--- config.mk ---
export PLATFORM = sky130hd
export DESIGN_NAME = square_node_detector
export DESIGN_NICKNAME = d
export VERILOG_FILES = /design/src/rtl/square_node_detector.sv
export SDC_FILE = /design/constraint.sdc
export NUM_CORES = 1
export LEC_CHECK = 0
export CAP_MARGIN = 5
export CORE_MARGIN = 10
export CORE_UTILIZATION = 60
export CTS_BUF_LIST = sky130_fd_sc_hd__clkbuf_8 sky130_fd_sc_hd__clkbuf_16
export DETAILED_ROUTE_END_ITERATION = 12
export PLACE_DENSITY_LB_ADDON = 0.05
export SLEW_MARGIN = 10
export SYNTH_ARGS = -nofsm -noshare
export SYNTH_HDL_FRONTEND = slang
export SYNTH_SLANG_ARGS = --single-unit
--- constraint.sdc ---
create_clock -name clk -period 4.1 [get_ports clk]
set_input_delay 0.82 -clock clk [delete_from_list [all_inputs] [get_ports clk]]
set_output_delay 0.82 -clock clk [all_outputs]
set_load 0.01 [all_outputs]
--- src/rtl/square_node_detector.sv ---
// Measures the period of a sampled audio waveform and reports which generator
// note (doi..so) it matches as a one-hot code, with confirmation and silence timeout.
module square_node_detector #(
  parameter int unsigned MID      = 2048,
  parameter int unsigned HYST     = 256,
  parameter int unsigned P_MIN    = 239387,
  parameter int unsigned B_SO_FA  = 270817,
  parameter int unsigned B_FA_MI  = 294781,
  parameter int unsigned B_MI_RE  = 321583,
  parameter int unsigned B_RE_DOI = 360908,
  parameter int unsigned P_MAX    = 402452,
  parameter int unsigned CONFIRM  = 2,
  parameter int unsigned TIMEOUT  = 500000
) (
  input  logic        clk,
  input  logic        rst_n,
  input  logic [11:0] sample,
  input  logic        sample_valid,
  output logic [4:0]  note,
  output logic        note_valid,
  output logic        note_change,
  output logic [19:0] period
);

  typedef enum logic {IDLE, MEASURE} state_t;

  localparam logic [11:0] LVL_HI    = 12'(MID + HYST);
  localparam logic [11:0] LVL_LO    = 12'(MID - HYST);
  localparam logic [19:0] CNT_MAX   = '1;
  localparam logic [2:0]  CONFIRM_N = 3'(CONFIRM);

  localparam logic [4:0] NOTE_NONE = 5'b00000;
  localparam logic [4:0] NOTE_DOI  = 5'b00001;
  localparam logic [4:0] NOTE_RE   = 5'b00010;
  localparam logic [4:0] NOTE_MI   = 5'b00100;
  localparam logic [4:0] NOTE_FA   = 5'b01000;
  localparam logic [4:0] NOTE_SO   = 5'b10000;

  state_t      state;
  logic        lvl;
  logic [19:0] count;
  logic [4:0]  cand;
  logic [2:0]  match;

  logic        rise;
  logic        timeout;
  logic        promote;
  logic [4:0]  cls;

  function automatic logic [4:0] classify(input logic [19:0] p);
    logic [4:0] c;
    if (p < 20'(P_MIN) || p >= 20'(P_MAX)) c = NOTE_NONE;
    else if (p < 20'(B_SO_FA))             c = NOTE_SO;
    else if (p < 20'(B_FA_MI))             c = NOTE_FA;
    else if (p < 20'(B_MI_RE))             c = NOTE_MI;
    else if (p < 20'(B_RE_DOI))            c = NOTE_RE;
    else                                   c = NOTE_DOI;
    return c;
  endfunction

  // NOTE: every signal of this block is assigned on every pass, so no latch can be inferred.
  always_comb begin
    rise    = sample_valid && !lvl && (sample >= LVL_HI);
    timeout = (state == MEASURE) && (count >= 20'(TIMEOUT));
    cls     = classify(count);
    promote = (match == CONFIRM_N) && (cand != note);
  end

  // count restarts at 1 on a rising event so that at the next rising event it
  // holds exactly the number of cycles between the two.
  // NOTE: non-blocking assignments throughout; a later assignment in this block
  // (e.g. the count restart) overrides the default free-running increment.
  always_ff @(posedge clk or negedge rst_n) begin
    if (!rst_n) begin
      state       <= IDLE;
      lvl         <= 1'b0;
      count       <= '0;
      period      <= '0;
      cand        <= NOTE_NONE;
      match       <= '0;
      note        <= NOTE_NONE;
      note_valid  <= 1'b0;
      note_change <= 1'b0;
    end else begin
      if (sample_valid) begin
        if (!lvl && sample >= LVL_HI)     lvl <= 1'b1;
        else if (lvl && sample <= LVL_LO) lvl <= 1'b0;
      end

      count       <= (count == CNT_MAX) ? count : count + 20'd1;
      note_change <= 1'b0;

      if (timeout) begin
        // Silence wins over any pending confirmation; a coincident edge only re-arms.
        state       <= IDLE;
        cand        <= NOTE_NONE;
        match       <= '0;
        note        <= NOTE_NONE;
        note_valid  <= 1'b0;
        note_change <= (note != NOTE_NONE);
        if (rise) begin
          state <= MEASURE;
          count <= 20'd1;
        end
      end else begin
        if (rise) begin
          state <= MEASURE;
          count <= 20'd1;
          if (state == MEASURE) begin
            period <= count;
            if (cls == cand) begin
              match <= (match >= CONFIRM_N) ? CONFIRM_N : match + 3'd1;
            end else begin
              cand  <= cls;
              match <= 3'd1;
            end
          end
        end
        if (promote) begin
          note        <= cand;
          note_valid  <= (cand != NOTE_NONE);
          note_change <= 1'b1;
        end
      end
    end
  end

endmodule
### After elaboration in Yosys (flattened, before gate mapping)

Cells that the tools add are included.
Widths: inputs -> output; s select.

| word-level totals | value |
|---|---|
| register bits after elaboration | 57 |
| input bits | 15 |
| output and inout bits | 27 |
| logic and storage cells | 73 |

| cells by class | value |
|---|---|
| add/sub/neg operators | 2 |
| $lt $le $gt $ge | 10 |
| equality and inequality tests | 6 |
| multiplexer cells | 27 |
| bitwise gates (word level) | 1 |
| reductions and logical operators | 18 |

Operators with widths:

| kind | number |
|---|---|
| $lt 20x19->1 const B | 4 |
| $ge 20x19->1 const B | 2 |
| $mux 20 | 2 |
| $mux 5 | 8 |
| $add 20x1->20 const B | 1 |
| $eq 20x20->1 const B | 1 |
| $lt 20x18->1 const B | 1 |
| $mux 3 | 6 |
| $ge 12x12->1 const B | 1 |
| $le 12x11->1 const B | 1 |
| $reduce_bool 5->1 | 2 |
| $mux 1 | 9 |
| $reduce_bool 2->1 | 4 |
| $logic_and 1x1->1 | 6 |
| $reduce_and 3->1 | 2 |
| $eq 5x5->1 | 1 |
| $ne 5x5->1 | 1 |
| $mux 4 | 1 |
| $ne 2x2->1 const B | 2 |
| $reduce_and 2->1 | 2 |
| $add 3x1->3 const B | 1 |
| $eq 3x2->1 const B | 1 |
| $ge 3x2->1 const B | 1 |
| $mux 2 | 1 |
| other kinds (3) | 3 |

### Depth between registers and ports, before layout

| logic depth | value |
|---|---|
| depth after elaboration | 11 |
| depth in mapped cells | 10 |
| depth with buffers taken out | 10 |

### Worst setup path before layout

No wires, ideal clock.

| timing path | value |
|---|---|
| path kind | register to register |
| start | register count[7] |
| end | register period[10] |
| arrival | 2,382 ps |
| data required time | 3,975 ps |
| path slack | 1,593 ps |
| stages on the path, launching flop included | 10 |
| path buffers | 2 |
| clock period less this slack | 2,507 ps |
| cell sequence | dfrtp_1 buf_6 or3_4 a211o_2 a21oi_1 o21bai_1 or2_2 nor2_4 buf_4 mux2_2 |

| between the ends | value |
|---|---|
| cells in the longest elaborated chain, start to end | 4 |

RTL lines:

| item | line | source |
|---|---|---|
| start: declaration | 41 | `logic [19:0] count;` |
| start signal: assignment | 90 | `count <= (count == CNT_MAX) ? count : count + 20'd1;` |
| $ge 20x19->1 | 64 | `timeout = (state == MEASURE) && (count >= 20'(TIMEOUT));` |
| $logic_and 1x1->1 | 64 |  |
| $not 1->1 (no line) | n/a |  |
| $reduce_and 3->1 (no line) | n/a |  |
| end signal: assignment | 110 | `period <= count;` |
| end: declaration | 22 | `output logic [19:0] period` |

Every way passes these cells.
A chain may end at the register's enable or synchronous reset.

### Worst setup path after layout

| timing path | value |
|---|---|
| start | register count[0] |
| end | register match[0] |

| between the ends | value |
|---|---|
| cells in the longest elaborated chain, start to end | 11 |

RTL lines:

| item | line | source |
|---|---|---|
| $lt 20x19->1 | 56 | `else if (p < 20'(B_RE_DOI)) c = NOTE_RE;` |
| $mux 2 | 56 |  |
| $mux 3 | 55 | `else if (p < 20'(B_MI_RE)) c = NOTE_MI;` |
| $mux 4 | 54 | `else if (p < 20'(B_FA_MI)) c = NOTE_FA;` |
| $mux 5 | 53 | `else if (p < 20'(B_SO_FA)) c = NOTE_SO;` |
| $mux 5 | 52 | `if (p < 20'(P_MIN) \|\| p >= 20'(P_MAX)) c = NOTE_NONE;` |
| $eq 5x5->1 | 111 | `if (cls == cand) begin` |
| $mux 3 | 111 |  |
| $mux 3 | 109 | `if (state == MEASURE) begin` |
| $mux 3 | 106 | `if (rise) begin` |
| $mux 3 | 93 | `if (timeout) begin` |
| end signal: assignment | 112 | `match <= (match >= CONFIRM_N) ? CONFIRM_N : match + 3'd1;` |
| end: declaration | 43 | `logic [2:0] match;` |

Parallel ways exist; a longest one is shown, timed or not. The select of a mux whose other input is x is not followed.

==> flow_summary.json <==
{
  "htreeDepth": 3,
  "layout.cells.non_filler": 421,
  "regArea_sq_um": 1430,
  "synth-edff-count": 0,
  "clock-sinks": 57,
  "drive_gt1_frac": 0.154,
  "status": "completed",
  "multiInputGateArea_sq_um": 1640,
  "drt_iter0_drc": 204,
  "cts.hold.buffers_added": 0,
  "diodes": 0,
  "fill_cells": 392,
  "syn_inst": 318,
  "vias_per_cell": 5.98,
  "worstMarginPinSlew_ns": 0.630,
  "post-route-drc-count": 0,
  "io_pins": 42,
  "drt-pass1-iter-count": 4,
  "clock_latency_ns": 0.32,
  "hold_class": "in -> async",
  "critical_path_arrival_ns": 3.20,
  "clock-skew-final_ns": 0.00692,
  "wl_um": 7280,
  "grtUsageTotal": 0.175,
  "numCtsBuffers": 9,
  "syn-cell-area_sq_um": 3220,
  "r2r_start": "count[0]",
  "dieHeight_um": 93.3,
  "grt_pass1_wl_um": 12200,
  "gp_congestion": 0.883,
  "tritoncts": "yes",
  "tns_ns": 0,
  "r2r_cells": 10,
  "clk_path_buf_depth": 2,
  "worst-setup-path-type": "reg -> reg",
  "synthFlopType": "dfrtp_1",
  "cts_setup_buffers": 0,
  "totalPowerFinal_mw": 1.72,
  "core.rowCount": 26,
  "place_inst": 406,
  "hold_viol_final": 0,
  "synth.area.top_cells": "dfrtp_1, mux2_2, nor2_1, xnor2_1, xor2_1",
  "slew_headroom": 0.577,
  "ant_nets": 0,
  "avgSynthCellArea_sq_um": 10.1,
  "cts-root-buf": "clkbuf_8",
  "grt_max_degree": 32,
  "cp-end-kind": "flip-flop",
  "async_flop_share": 1.00,
  "crit_fanout": 5,
  "antenna_found_initial": 0,
  "die_area_sq_um": 8700,
  "period_share": 0.730,
  "dpl.hpwl_um": 5140,
  "final_cell_mix": "dfrtp_1, clkdlybuf4s50_1, nor2_1",
  "worstSetupStartpointType": "flip-flop",
  "yosys_register_bits": 57,
  "rsz0062_at_grt": "no",
  "maxCapViolCount": 0,
  "design.core.area_sq_um": 5170,
  "power_density_nw_per_um2": 454,
  "r2r_end": "match[0]",
  "clk_pin_slew_ns": 0.06,
  "vias": 2519,
  "global_route.overflow_total": 0,
  "synth_cell_types": 60,
  "post-synth-top-area-cell": "dfrtp_1",
  "timing.final.crit_period_ns": 2.99,
  "cts_resized": 0,
  "portBuffers": 41,
  "initial_core_util": 0.623,
  "final_common_cell": "dfrtp_1",
  "p_leak_nw": 1.68,
  "final_nets": 367,
  "syn-num-nets": 338,
  "holdWs_ns": 0.501,
  "max_freq_mhz": 334,
  "drv_slew": 0,
  "syn2layout_area_growth_pct": 17.8,
  "cp.required_ns": 4.31,
  "routedWlPerCell_um": 17.3,
  "setup_viol": 0,
  "yosys_warnings": 0,
  "post-route-util": 0.734,
  "ys_seq_area_frac": 0.443,
  "die_w_um": 93.3,
  "netlist.area_leader.share": 0.443,
  "ff2ff_setup_slack_ns": 1.11,
  "grt_pass1_vias": 2450,
  "vdd_drop_max_mv": 0.374
}
[worst max-delay path, cell delays in order, from the launching register on]
cell and delay, ns:
dfrtp_1 0.44, inv_1 0.15, ha_1 0.21, nor4b_1 0.27
o2111ai_1 0.19, a221oi_1 0.53, nand3b_1 0.14, a21o_2 0.23
a211oi_4 0.32, nor3_2 0.12, a221o_1 0.28
[power by group]
part / switching [mW] / total [mW] / leakage (nW) / internal [mW]
Sequential: 0.106 / 0.759 / 0.770 / 0.653
Clock: 0.206 / 0.512 / 0.106 / 0.306
Combinational: 0.208 / 0.454 / 0.807 / 0.246
[how the worst max path moves through the flow]
stage                     startpoint          to  slack, ns
after floorplan             count[7]  period[10]       1.59
after global placement    sample[10]   period[2]       1.15
after detailed placement   sample[9]   period[6]       1.10
after CTS                   count[0]    match[0]       1.13
after global routing        count[0]    match[0]       0.91
final                       count[0]    match[0]       1.11
[final cells by class]
cell class                 count  area share
clock buffer                  11      0.0399
clock inverter                 4      0.0115
inverter                       7     0.00692
multi-input combinational    229       0.432
sequential                    57       0.376
tap                           70      0.0231
timing repair buffer          43       0.111
[cells by family (layout without fill, tap and decap cells)]
logic type,Yosys count,in the layout,share of synthesized area
adder cells (fa/ha/maj),5,5,0.0194
XOR/XNOR,23,23,0.0625
flip-flops,57,57,0.443
AO/OA/AOI/OAI,50,50,0.129
buffers and inverters,32,65,0.0501
AND/OR/NAND/NOR,126,126,0.211
multiplexers,25,25,0.0851
[metal layers]
| layer | vias up | global-route usage | part of all wire |
|---|---|---|---|
| met5 | - | 0 | 0 |
| li1 | 1192 | - | - |
| met4 | 0 | 0.0835 | 0.018 |
| met3 | 15 | 0.0448 | 0.068 |
| met1 | 1224 | 0.228 | 0.44 |
| met2 | 88 | 0.263 | 0.48 |
[Yosys cell counts (6+ instances only)]
cell	number
buf_2	9
xor2_1	9
nand2_1	19
nand3_1	10
xnor2_1	14
nor2_1	37
nand4_1	7
o21ai_0	8
inv_1	7
mux2_2	19
dfrtp_1	57
mux2i_1	6
a21oi_1	8
nor4_1	7
nor3_1	10
clkbuf_1	10
[per-stage QoR]
stage | area [sq um] | setup WS, ns
floorplan | 3220 | 1.59
global placement | 3600 | 1.15
detailed placement | 3600 | 1.10
CTS | 3790 | 1.13
global route | 3790 | 0.909
finish | 3790 | 1.11
[state kept, by name, summed over array words and instances (netlist names)]
signal       count
note_change      1
period          20
cand             5
note_valid       1
lvl              1
state            1
note             5
count           20
match            3
Note: power is estimated with default switching activity, not from simulation.
